===== src/rtl/conv_decoder_pkg.sv =====
// conv_decoder_pkg: shared widths, FSM state encoding and the latched instruction record.
package conv_decoder_pkg;
    localparam int FRAM_ADDR_WIDTH = 16;
    localparam int KRAM_ADDR_WIDTH = 12;
    localparam int DATA_RANGE      = 16;

    typedef logic [FRAM_ADDR_WIDTH-1:0] faddr_t;
    typedef logic [KRAM_ADDR_WIDTH-1:0] kaddr_t;
    typedef logic [DATA_RANGE-1:0]      data_t;

    typedef enum logic [2:0] {IDLE, LOAD, ISSUE, BIAS, WB} state_e;

    typedef struct packed {
        faddr_t      fbase;
        kaddr_t      kbase;
        logic [31:0] chin;
        logic [31:0] chout;
        logic [31:0] width;
        logic [31:0] height;
        logic [31:0] sizeh;
        logic [31:0] sizew;
        logic        has_bias;
        logic        has_relu;
        faddr_t      wbase;
    } inst_t;
endpackage


===== src/rtl/conv_decoder_if.sv =====
// conv_decoder_if: instruction, RAM-read, MAC-flag and write-back signals of the decoder.
interface conv_decoder_if;
    import conv_decoder_pkg::*;
    faddr_t      stride_feature_baseaddr;
    kaddr_t      stride_kernel_baseaddr;
    logic [31:0] stride_feature_chin;
    logic [31:0] stride_feature_chout;
    logic [31:0] stride_feature_width;
    logic [31:0] stride_feature_height;
    logic [31:0] stride_kernel_sizeh;
    logic [31:0] stride_kernel_sizew;
    logic        stride_has_bias;
    logic        stride_has_relu;
    faddr_t      stride_wb_baseaddr;
    logic        inst_valid;
    logic        decoder_ready;
    logic        fram_rd_en;
    faddr_t      fram_rd_addr;
    logic        kram_rd_en;
    kaddr_t      kram_rd_addr;
    logic        mac_valid;
    logic        mac_first;
    logic        mac_last;
    logic        bias_valid;
    logic        wb_valid;
    logic        wb_ready;
    faddr_t      wb_addr;
    logic [31:0] wb_chout;
    logic        wb_relu;

    modport master (
        output stride_feature_baseaddr, stride_kernel_baseaddr, stride_feature_chin,
               stride_feature_chout, stride_feature_width, stride_feature_height,
               stride_kernel_sizeh, stride_kernel_sizew, stride_has_bias, stride_has_relu,
               stride_wb_baseaddr, inst_valid, wb_ready,
        input  decoder_ready, fram_rd_en, fram_rd_addr, kram_rd_en, kram_rd_addr,
               mac_valid, mac_first, mac_last, bias_valid, wb_valid, wb_addr, wb_chout, wb_relu
    );
    modport slave (
        input  stride_feature_baseaddr, stride_kernel_baseaddr, stride_feature_chin,
               stride_feature_chout, stride_feature_width, stride_feature_height,
               stride_kernel_sizeh, stride_kernel_sizew, stride_has_bias, stride_has_relu,
               stride_wb_baseaddr, inst_valid, wb_ready,
        output decoder_ready, fram_rd_en, fram_rd_addr, kram_rd_en, kram_rd_addr,
               mac_valid, mac_first, mac_last, bias_valid, wb_valid, wb_addr, wb_chout, wb_relu
    );
endinterface


===== src/rtl/conv_tap_walker.sv =====
// conv_tap_walker: walks kw/kh/ci taps, keeping channel and row base addresses
// incrementally so the feature address needs only one add per cycle.
module conv_tap_walker
    import conv_decoder_pkg::*;
(
    input  logic        clk,
    input  logic        rst,
    input  logic        clear_i,
    input  logic        step_i,
    input  faddr_t      fbase_i,
    input  faddr_t      plane_i,
    input  faddr_t      width_i,
    input  logic [31:0] chin_i,
    input  logic [31:0] sizeh_i,
    input  logic [31:0] sizew_i,
    output faddr_t      addr_o,
    output logic        first_o,
    output logic        last_o
);
    logic [31:0] ci_q, kh_q, kw_q;
    faddr_t      ch_q, row_q;
    logic        kw_end, kh_end, ci_end;

    assign kw_end  = kw_q == sizew_i - 32'd1;
    assign kh_end  = kh_q == sizeh_i - 32'd1;
    assign ci_end  = ci_q == chin_i - 32'd1;
    assign addr_o  = row_q + faddr_t'(kw_q);
    assign first_o = ci_q == '0 && kh_q == '0 && kw_q == '0;
    assign last_o  = ci_end && kh_end && kw_end;

    always_ff @(posedge clk) begin
        if (rst) begin
            ci_q  <= '0;
            kh_q  <= '0;
            kw_q  <= '0;
            ch_q  <= '0;
            row_q <= '0;
        end else if (clear_i) begin
            ci_q  <= '0;
            kh_q  <= '0;
            kw_q  <= '0;
            ch_q  <= fbase_i;
            row_q <= fbase_i;
        end else if (step_i) begin
            kw_q <= kw_end ? '0 : kw_q + 32'd1;
            if (kw_end) begin
                kh_q <= kh_end ? '0 : kh_q + 32'd1;
                if (!kh_end) begin
                    row_q <= row_q + width_i;
                end else begin
                    // Channel wrap returns both bases to the feature origin for the next output channel.
                    ci_q  <= ci_end ? '0 : ci_q + 32'd1;
                    ch_q  <= ci_end ? fbase_i : ch_q + plane_i;
                    row_q <= ci_end ? fbase_i : ch_q + plane_i;
                end
            end
        end
    end
endmodule


===== src/rtl/conv_decoder.sv =====
// conv_decoder: sequences one convolution instruction into feature/kernel RAM reads,
// delayed MAC tap flags and one write-back handshake per output channel.
module conv_decoder
    import conv_decoder_pkg::*;
(
    input logic           clk,
    input logic           rst,
    conv_decoder_if.slave bus
);
    state_e      state_q;
    inst_t       inst_q;
    faddr_t      plane_q;
    kaddr_t      kp_q;
    logic [31:0] co_q;
    logic        mac_valid_q, mac_first_q, mac_last_q, bias_valid_q;
    faddr_t      tap_addr;
    logic        tap_first, tap_last;
    logic        issue, bias, wb, wb_hs, kr_en, empty;

    assign issue = state_q == ISSUE;
    assign bias  = state_q == BIAS;
    assign wb    = state_q == WB;
    assign wb_hs = wb && bus.wb_ready;
    assign kr_en = issue || bias;
    assign empty = inst_q.chin == '0 || inst_q.chout == '0 || inst_q.sizeh == '0 || inst_q.sizew == '0;

    conv_tap_walker u_walker (
        .clk     (clk),
        .rst     (rst),
        .clear_i (state_q == LOAD || wb_hs),
        .step_i  (issue),
        .fbase_i (inst_q.fbase),
        .plane_i (plane_q),
        .width_i (faddr_t'(inst_q.width)),
        .chin_i  (inst_q.chin),
        .sizeh_i (inst_q.sizeh),
        .sizew_i (inst_q.sizew),
        .addr_o  (tap_addr),
        .first_o (tap_first),
        .last_o  (tap_last)
    );

    always_ff @(posedge clk) begin
        if (rst) begin
            state_q      <= IDLE;
            inst_q       <= '0;
            plane_q      <= '0;
            kp_q         <= '0;
            co_q         <= '0;
            mac_valid_q  <= 1'b0;
            mac_first_q  <= 1'b0;
            mac_last_q   <= 1'b0;
            bias_valid_q <= 1'b0;
        end else begin
            mac_valid_q  <= issue;
            mac_first_q  <= issue && tap_first;
            mac_last_q   <= issue && tap_last;
            bias_valid_q <= bias;
            case (state_q)
                IDLE: if (bus.inst_valid) begin
                    inst_q <= '{fbase: bus.stride_feature_baseaddr, kbase: bus.stride_kernel_baseaddr,
                               chin: bus.stride_feature_chin, chout: bus.stride_feature_chout,
                               width: bus.stride_feature_width, height: bus.stride_feature_height,
                               sizeh: bus.stride_kernel_sizeh, sizew: bus.stride_kernel_sizew,
                               has_bias: bus.stride_has_bias, has_relu: bus.stride_has_relu,
                               wbase: bus.stride_wb_baseaddr};
                    state_q <= LOAD;
                end
                LOAD: begin
                    plane_q <= faddr_t'(inst_q.width * inst_q.height);
                    kp_q    <= inst_q.kbase;
                    co_q    <= '0;
                    state_q <= empty ? IDLE : ISSUE;
                end
                ISSUE: begin
                    kp_q <= kp_q + kaddr_t'(1);
                    if (tap_last) state_q <= inst_q.has_bias ? BIAS : WB;
                end
                BIAS: begin
                    kp_q    <= kp_q + kaddr_t'(1);
                    state_q <= WB;
                end
                WB: if (bus.wb_ready) begin
                    co_q    <= co_q + 32'd1;
                    state_q <= co_q == inst_q.chout - 32'd1 ? IDLE : ISSUE;
                end
                default: state_q <= IDLE;
            endcase
        end
    end

    assign bus.decoder_ready = state_q == IDLE;
    assign bus.fram_rd_en    = issue;
    assign bus.fram_rd_addr  = issue ? tap_addr : '0;
    assign bus.kram_rd_en    = kr_en;
    assign bus.kram_rd_addr  = kr_en ? kp_q : '0;
    assign bus.mac_valid     = mac_valid_q;
    assign bus.mac_first     = mac_first_q;
    assign bus.mac_last      = mac_last_q;
    assign bus.bias_valid    = bias_valid_q;
    assign bus.wb_valid      = wb;
    assign bus.wb_addr       = wb ? inst_q.wbase : '0;
    assign bus.wb_chout      = wb ? co_q : '0;
    assign bus.wb_relu       = wb && inst_q.has_relu;
endmodule


===== src/flat_wrapper.sv =====
// flat-port wrapper written by rule: the top's interface ports become plain ports
module conv_decoder_flat import conv_decoder_pkg::*;
  (clk, rst, bus_stride_feature_baseaddr, bus_stride_kernel_baseaddr, bus_stride_feature_chin, bus_stride_feature_chout, bus_stride_feature_width, bus_stride_feature_height, bus_stride_kernel_sizeh, bus_stride_kernel_sizew, bus_stride_has_bias, bus_stride_has_relu, bus_stride_wb_baseaddr, bus_inst_valid, bus_wb_ready, bus_decoder_ready, bus_fram_rd_en, bus_fram_rd_addr, bus_kram_rd_en, bus_kram_rd_addr, bus_mac_valid, bus_mac_first, bus_mac_last, bus_bias_valid, bus_wb_valid, bus_wb_addr, bus_wb_chout, bus_wb_relu);
  conv_decoder_if bus_i ();
  input logic clk;
  input logic rst;
  input wire logic [$bits(bus_i.stride_feature_baseaddr)-1:0] bus_stride_feature_baseaddr;
  input wire logic [$bits(bus_i.stride_kernel_baseaddr)-1:0] bus_stride_kernel_baseaddr;
  input wire logic [$bits(bus_i.stride_feature_chin)-1:0] bus_stride_feature_chin;
  input wire logic [$bits(bus_i.stride_feature_chout)-1:0] bus_stride_feature_chout;
  input wire logic [$bits(bus_i.stride_feature_width)-1:0] bus_stride_feature_width;
  input wire logic [$bits(bus_i.stride_feature_height)-1:0] bus_stride_feature_height;
  input wire logic [$bits(bus_i.stride_kernel_sizeh)-1:0] bus_stride_kernel_sizeh;
  input wire logic [$bits(bus_i.stride_kernel_sizew)-1:0] bus_stride_kernel_sizew;
  input wire logic [$bits(bus_i.stride_has_bias)-1:0] bus_stride_has_bias;
  input wire logic [$bits(bus_i.stride_has_relu)-1:0] bus_stride_has_relu;
  input wire logic [$bits(bus_i.stride_wb_baseaddr)-1:0] bus_stride_wb_baseaddr;
  input wire logic [$bits(bus_i.inst_valid)-1:0] bus_inst_valid;
  input wire logic [$bits(bus_i.wb_ready)-1:0] bus_wb_ready;
  output wire logic [$bits(bus_i.decoder_ready)-1:0] bus_decoder_ready;
  output wire logic [$bits(bus_i.fram_rd_en)-1:0] bus_fram_rd_en;
  output wire logic [$bits(bus_i.fram_rd_addr)-1:0] bus_fram_rd_addr;
  output wire logic [$bits(bus_i.kram_rd_en)-1:0] bus_kram_rd_en;
  output wire logic [$bits(bus_i.kram_rd_addr)-1:0] bus_kram_rd_addr;
  output wire logic [$bits(bus_i.mac_valid)-1:0] bus_mac_valid;
  output wire logic [$bits(bus_i.mac_first)-1:0] bus_mac_first;
  output wire logic [$bits(bus_i.mac_last)-1:0] bus_mac_last;
  output wire logic [$bits(bus_i.bias_valid)-1:0] bus_bias_valid;
  output wire logic [$bits(bus_i.wb_valid)-1:0] bus_wb_valid;
  output wire logic [$bits(bus_i.wb_addr)-1:0] bus_wb_addr;
  output wire logic [$bits(bus_i.wb_chout)-1:0] bus_wb_chout;
  output wire logic [$bits(bus_i.wb_relu)-1:0] bus_wb_relu;
  assign bus_i.stride_feature_baseaddr = bus_stride_feature_baseaddr;
  assign bus_i.stride_kernel_baseaddr = bus_stride_kernel_baseaddr;
  assign bus_i.stride_feature_chin = bus_stride_feature_chin;
  assign bus_i.stride_feature_chout = bus_stride_feature_chout;
  assign bus_i.stride_feature_width = bus_stride_feature_width;
  assign bus_i.stride_feature_height = bus_stride_feature_height;
  assign bus_i.stride_kernel_sizeh = bus_stride_kernel_sizeh;
  assign bus_i.stride_kernel_sizew = bus_stride_kernel_sizew;
  assign bus_i.stride_has_bias = bus_stride_has_bias;
  assign bus_i.stride_has_relu = bus_stride_has_relu;
  assign bus_i.stride_wb_baseaddr = bus_stride_wb_baseaddr;
  assign bus_i.inst_valid = bus_inst_valid;
  assign bus_i.wb_ready = bus_wb_ready;
  assign bus_decoder_ready = bus_i.decoder_ready;
  assign bus_fram_rd_en = bus_i.fram_rd_en;
  assign bus_fram_rd_addr = bus_i.fram_rd_addr;
  assign bus_kram_rd_en = bus_i.kram_rd_en;
  assign bus_kram_rd_addr = bus_i.kram_rd_addr;
  assign bus_mac_valid = bus_i.mac_valid;
  assign bus_mac_first = bus_i.mac_first;
  assign bus_mac_last = bus_i.mac_last;
  assign bus_bias_valid = bus_i.bias_valid;
  assign bus_wb_valid = bus_i.wb_valid;
  assign bus_wb_addr = bus_i.wb_addr;
  assign bus_wb_chout = bus_i.wb_chout;
  assign bus_wb_relu = bus_i.wb_relu;
  conv_decoder u_core (.clk(clk), .rst(rst), .bus(bus_i));
endmodule

===== config.mk =====
export PLATFORM = sky130hd
export DESIGN_NAME = conv_decoder_flat
export DESIGN_NICKNAME = d
export VERILOG_FILES = /design/src/rtl/conv_decoder_pkg.sv /design/src/rtl/conv_decoder_if.sv /design/src/rtl/conv_tap_walker.sv /design/src/rtl/conv_decoder.sv /design/src/flat_wrapper.sv
export SDC_FILE = /design/constraint.sdc
export NUM_CORES = 2
export LEC_CHECK = 0
export CORE_ASPECT_RATIO = 0.9
export CORE_MARGIN = 4
export CORE_UTILIZATION = 40
export DETAILED_ROUTE_END_ITERATION = 8
export GPL_TIMING_DRIVEN = 0
export PLACE_DENSITY = 0.58
export SLEW_MARGIN = 0
export SYNTH_ARGS = -nofsm -noshare
export SYNTH_HDL_FRONTEND = slang
export SYNTH_SLANG_ARGS = --single-unit

===== constraint.sdc =====
create_clock -name clk -period 7.53 [get_ports clk]
set_input_delay 2.259 -clock clk [delete_from_list [all_inputs] [get_ports clk]]
set_output_delay 2.259 -clock clk [all_outputs]
set_load 0.1 [all_outputs]

## Word level (Yosys, flattened, before mapping)

Cells that the tools add are included.

- Input bits: 242
- Logic and storage cells: 109
- Flip-flop bits (word level): 433
- Output and inout port bits: 85

- Add/subtract/negate cells: 12
- Reductions and logical operators: 35
- Multipliers: 1
- Equality and inequality tests: 11
- Multiplexer cells: 26

Operators with widths:

| kind | number |
|---|---|
| $logic_not A32 Y1 | 7 |
| $mux W16 | 11 |
| $mux W32 | 5 |
| $add A32 B1 Y32 const B | 4 |
| $eq A32 B32 Y1 | 4 |
| $sub A32 B1 Y32 const B | 4 |
| $pmux W32 S2 | 1 |
| $add A16 B16 Y16 | 3 |
| $mul A32 B32 Y16 | 1 |
| $pmux W12 S2 | 1 |
| $pmux W3 S5 | 1 |
| $add A12 B1 Y12 const B | 1 |
| $mux W12 | 1 |
| $mux W3 | 4 |
| $reduce_bool A2 Y1 | 5 |
| $reduce_and A3 Y1 | 3 |
| $logic_and A1 B1 Y1 | 8 |
| $reduce_and A2 Y1 | 4 |
| $eq A3 B2 Y1 const B | 2 |
| $logic_or A1 B1 Y1 | 5 |
| $mux W2 | 2 |
| $ne A2 B2 Y1 const B | 2 |
| $reduce_or A2 Y1 | 2 |
| $eq A3 B1 Y1 const B | 1 |
| other kinds (3) | 3 |

## Longest topological paths before layout

- Depth after elaboration: 7
- Gate-level depth with buffers: 22

## By module

From an unflattened synthesis, not the netlist that was laid out.

- Cells, all modules: 3638
- Area, all modules: 27760.4 µm²

Modules (own cells, without submodules):

| module | times used | cells each | area each (µm²) | seq. area each (µm²) |
|---|---|---|---|---|
| conv_decoder | 1 | 2035 | 15736.3 | 5465.2 |
| conv_tap_walker | 1 | 1603 | 12024.0 | 2562.5 |

## Least setup slack after synthesis

No wires, ideal clock.

- Path type: reg2out
- Start: reg u_core.u_walker.kw_q[0]
- End: out bus_fram_rd_addr[14]
- Slack: 1.385 ns
- Cell stages (with the launch flop): 13
- Arrival: 3.886 ns
- Path buffers: 0
- Cell sequence: dfxtp_1 > ha_1 > fa_1 > a21o_1 > a21oi_1 > o21bai_1 > a21oi_1 > o21ai_0 > a41o_1 > o41a_1 > a31oi_1 > xor2_1 > nor2_1

- Longest elaborated chain between the ends: 2

RTL lines:

| element | RTL line | RTL |
|---|---|---|
| from (decl) | conv_tap_walker.sv:20 | `logic [31:0] ci_q, kh_q, kw_q;` |
| from (signal assigned) | conv_tap_walker.sv:45 | `kw_q <= kw_end ? '0 : kw_q + 32'd1;` |
| $add A16 B16 Y16 | conv_tap_walker.sv:27 | `assign addr_o = row_q + faddr_t'(kw_q);` |
| $mux W16 | conv_decoder.sv:94 | `assign bus.fram_rd_addr = issue ? tap_addr : '0;` |
| to (decl) | flat_wrapper.sv:22 | `output wire logic [$bits(bus_i.fram_rd_addr)-1:0] bus_fram_rd_addr;` |

No other way between the ends.

## Worst setup path after layout

- Start: reg u_core.u_walker.kw_q[1]
- End: out bus_fram_rd_addr[15]

The elaborated chain is that of the path after synthesis.

==> impl_metrics.ini <==
[global_route]
grtUsageMet3_pct = 5.52
grt_util_met1_pct = 37.1
overflow = 0
antenna_found_initial = 1
grt_max_degree = 14
grt_use_met2_pct = 36.6
grt_pass1_vias = 24500
grt_usage_pct = 25.0
grt_pass1_wl_mm = 144
grt.busiest_layer = met1

[placed_design]
portBuffers = 293
dp_slack_ns = 1.04
dp_cells = 4746
dp_hpwl_mm = 74.2
place.gp.congestion = 0.919
place_area_um2 = 31400

[sta]
fmax_mhz = 138
hold_violations = 0
drv_slew = 0
worstMarginPinSlew_ns = 1.42
fin_worst_skew_ns = 0.0292
fin_ws_ns = 0.281
fin_setup_tns_ns = 0
max-slew-margin-rel_pct = 5.42
rsz0062_at_grt = no
setup_viol = 0
fin_crit_sh_pct = 96.3
min_period_ns = 7.25

[clock_tree]
cts_made_buffers = 46
htree_levels = 2
ctsResizeCount = 0
holdBufCountCts = 0
insertion_delay_ns = 0.61
cts.sinks = 401
clock_path_buffers = 3
post_cts_buffers = 0
path_clk_slew_ns = 0.06
cts_tree = done
root_buffer = clkbuf_16

[drt]
postRouteAntennaNets = 0
dr_total_vias = 26500
wl_mm = 94.5
drt_iter0_drc = 2165
vias_per_cell = 5.49
drc = 0
wl_per_cell_um = 19.6
dr.pass1.iters = 7

[pwr]
power.share.clock_pct = 25.0
p_seq_share_pct = 30.0
combPwrFrac_pct = 45.0
power_leakage_nw = 12.3
power_mw = 9.53
switching_power_mw = 4.16
p_int_mw = 5.37
power.density_nw_per_um2 = 290
swShare_pct = 43.6
peakVddDrop_v = 0.000160

[setup_path]
path_max_fanout = 6
crit_type = flip-flop to output pin
cp.required_ns = 5.27
startpoint_type = flip-flop
endpoint_kind = output pin
cp_data_arrival_time_ns = 4.99

[synth]
avgSynthCellArea_um2 = 7.63
syn-cell-area_um2 = 27300
yosys_warnings = 0
synth_flop_cell = dfxtp_1
ys_ff_latch = 401
synth_cell_type_count = 83
async_reset_ff_share_pct = 0
netlist_instances = 3579
synth_edf_count = 0
syn_nets = 4012
yosysSeqAreaShare_pct = 29.4

[floorplanning]
io_pins = 327
row_count = 90
die-area_um2 = 72600
die_h_um = 256
chipWidth_um = 283
core_area_um2 = 67300
start_util_pct = 40.6

[run_status]
outcome = complete, no violations

[cells_and_area]
fill_cells = 6855
nNetsFinal = 4353
area.growth.synth_to_final_pct = 20.5
stdcell_count = 4830
drive_gt1_share_pct = 3.34
design_area_um2 = 32900

[job]
cap_viol_max_count = 0

[hold_path]
hold_class = flip-flop to flip-flop
==> logic make-up (layout without fill, tap and decap cells) <==
logic type,Yosys count,in the layout,share of synthesized area (%)
AND/OR/NAND/NOR,1643,1643,29.4
AO/OA/AOI/OAI,600,600,13.4
flip-flops,401,401,29.4
buffers and inverters,397,773,5.57
XOR/XNOR,332,332,10.6
adder cells (fa/ha/maj),191,191,11.0
multiplexers,15,15,0.572
other,0,1,0
==> metal layers <==
layer | part of all wire, % | up-vias
met1 | 48 | 12500
met5 | 0 | -
met3 | 8.1 | 129
met4 | 2.4 | 0
met2 | 41 | 894
li1 | - | 13000
==> sequential cells by signal, indices dropped and copies added, names as in the netlist <==
signal	cells
u_core.u_walker.ch_q	16
u_core.u_walker.row_q	16
u_core.bus.mac_last	1
u_core.bus.bias_valid	1
u_core.co_q	32
u_core.plane_q	16
u_core.state_q	3
u_core.bus.mac_valid	1
u_core.kp_q	12
u_core.bus.mac_first	1
u_core.inst_q	206
u_core.u_walker.ci_q	32
u_core.u_walker.kw_q	32
u_core.u_walker.kh_q	32
==> Yosys cell counts (11+ instances only) <==
cell type  count  share of area, %
ha_1         108               4.9
o2111ai_1     11              0.35
xnor2_1      197               6.3
nand4_1       49               1.1
fa_1          83               6.1
nor4b_1       15              0.48
and4_1        18              0.58
nand2_1      649               8.9
clkbuf_1     201               2.8
a211oi_1      15              0.41
nor3_1        85               1.6
o211ai_1      18              0.49
nand3_1      126               2.3
a22oi_1       16              0.44
a21o_1        11              0.30
o21ai_0       79               1.4
o31ai_1       15              0.41
and2_1        93               2.1
nand2b_1      18              0.41
nor2b_1       19              0.44
or4_1         24              0.66
a21oi_1      291               5.3
inv_1        170               2.3
xor2_1       135               4.3
nor4_1        94               2.2
nand3b_1      19              0.52
dfxtp_1      401                29
and3_1        78               1.8
nand4b_1      13              0.42
a31oi_1       48               1.1
nor2_1       262               3.6
or3_1         37              0.85
==> power groups by stage <==
stage               Clock, mW  Combinational (mW)  Sequential (mW)
finish                   2.38                4.29             2.86
global route             2.50                4.75             2.90
CTS                      2.42                4.25             2.85
detailed placement          0                4.23             2.90
global placement            0                4.22             2.89
floorplan                   0                3.05             2.73
==> worst max-delay path: stages, from the launching register on <==
cell and delay [ns]:
dfxtp_1 0.60, ha_1 0.31, a21o_1 0.15, a21oi_1 0.22, o21bai_1 0.11, a211oi_1 0.38, o31ai_1 0.18, o41ai_1 0.60
o2111ai_1 0.22, a21oi_1 0.21, xnor2_1 0.08, nor2_1 0.15, clkdlybuf4s50_1 1.17
==> layout make-up <==
class	count	area (um2)	area share [%]
multi-input cells	2781	17800	54.0
clock inverters	20	290	0.881
repair buffers	293	2930	8.91
flip-flops and latches	401	8030	24.4
clock buffers	63	1280	3.90
well taps	874	1090	3.32
plain buffers	226	881	2.67
inverters	171	642	1.95
diodes	1	2.50	0.00760
==> through the flow <==
stage	utilization, %	hold slack [ns]
after floorplan	-	0.432
after global placement	46.5	0.439
after detailed placement	46.6	0.442
after CTS	48.9	0.450
after global routing	48.9	0.463
final	48.9	0.451
==> worst paths after layout <==
check	startpoint	end	slack [ns]	depth (start not counted)
hold reg to reg	u_core.inst_q[16]	u_core.inst_q[16]	0.45	2
setup reg to reg	u_core.inst_q[114]	u_core.plane_q[15]	1.25	21
hold / removal	u_core.inst_q[16]	u_core.inst_q[16]	0.45	2
setup / recovery	u_core.u_walker.kw_q[1]	bus_fram_rd_addr[15]	0.28	12
==> cell usage in the layout, fill, tap and decap left out, drive strengths merged, types with 24 or more instances in the layout <==
| master | count |
|---|---|
| nand2 | 649 |
| dfxtp | 401 |
| clkdlybuf4s50 | 293 |
| a21oi | 291 |
| clkbuf | 267 |
| nor2 | 262 |
| xnor2 | 197 |
| inv | 172 |
| xor2 | 135 |
| nand3 | 126 |
| ha | 108 |
| nor4 | 98 |
| and2 | 93 |
| nor3 | 87 |
| fa | 83 |
| o21ai | 79 |
| and3 | 78 |
| nand4 | 49 |
| a31oi | 48 |
| or3 | 37 |
| or4 | 24 |
Note: power is estimated with default switching activity, not from simulation.
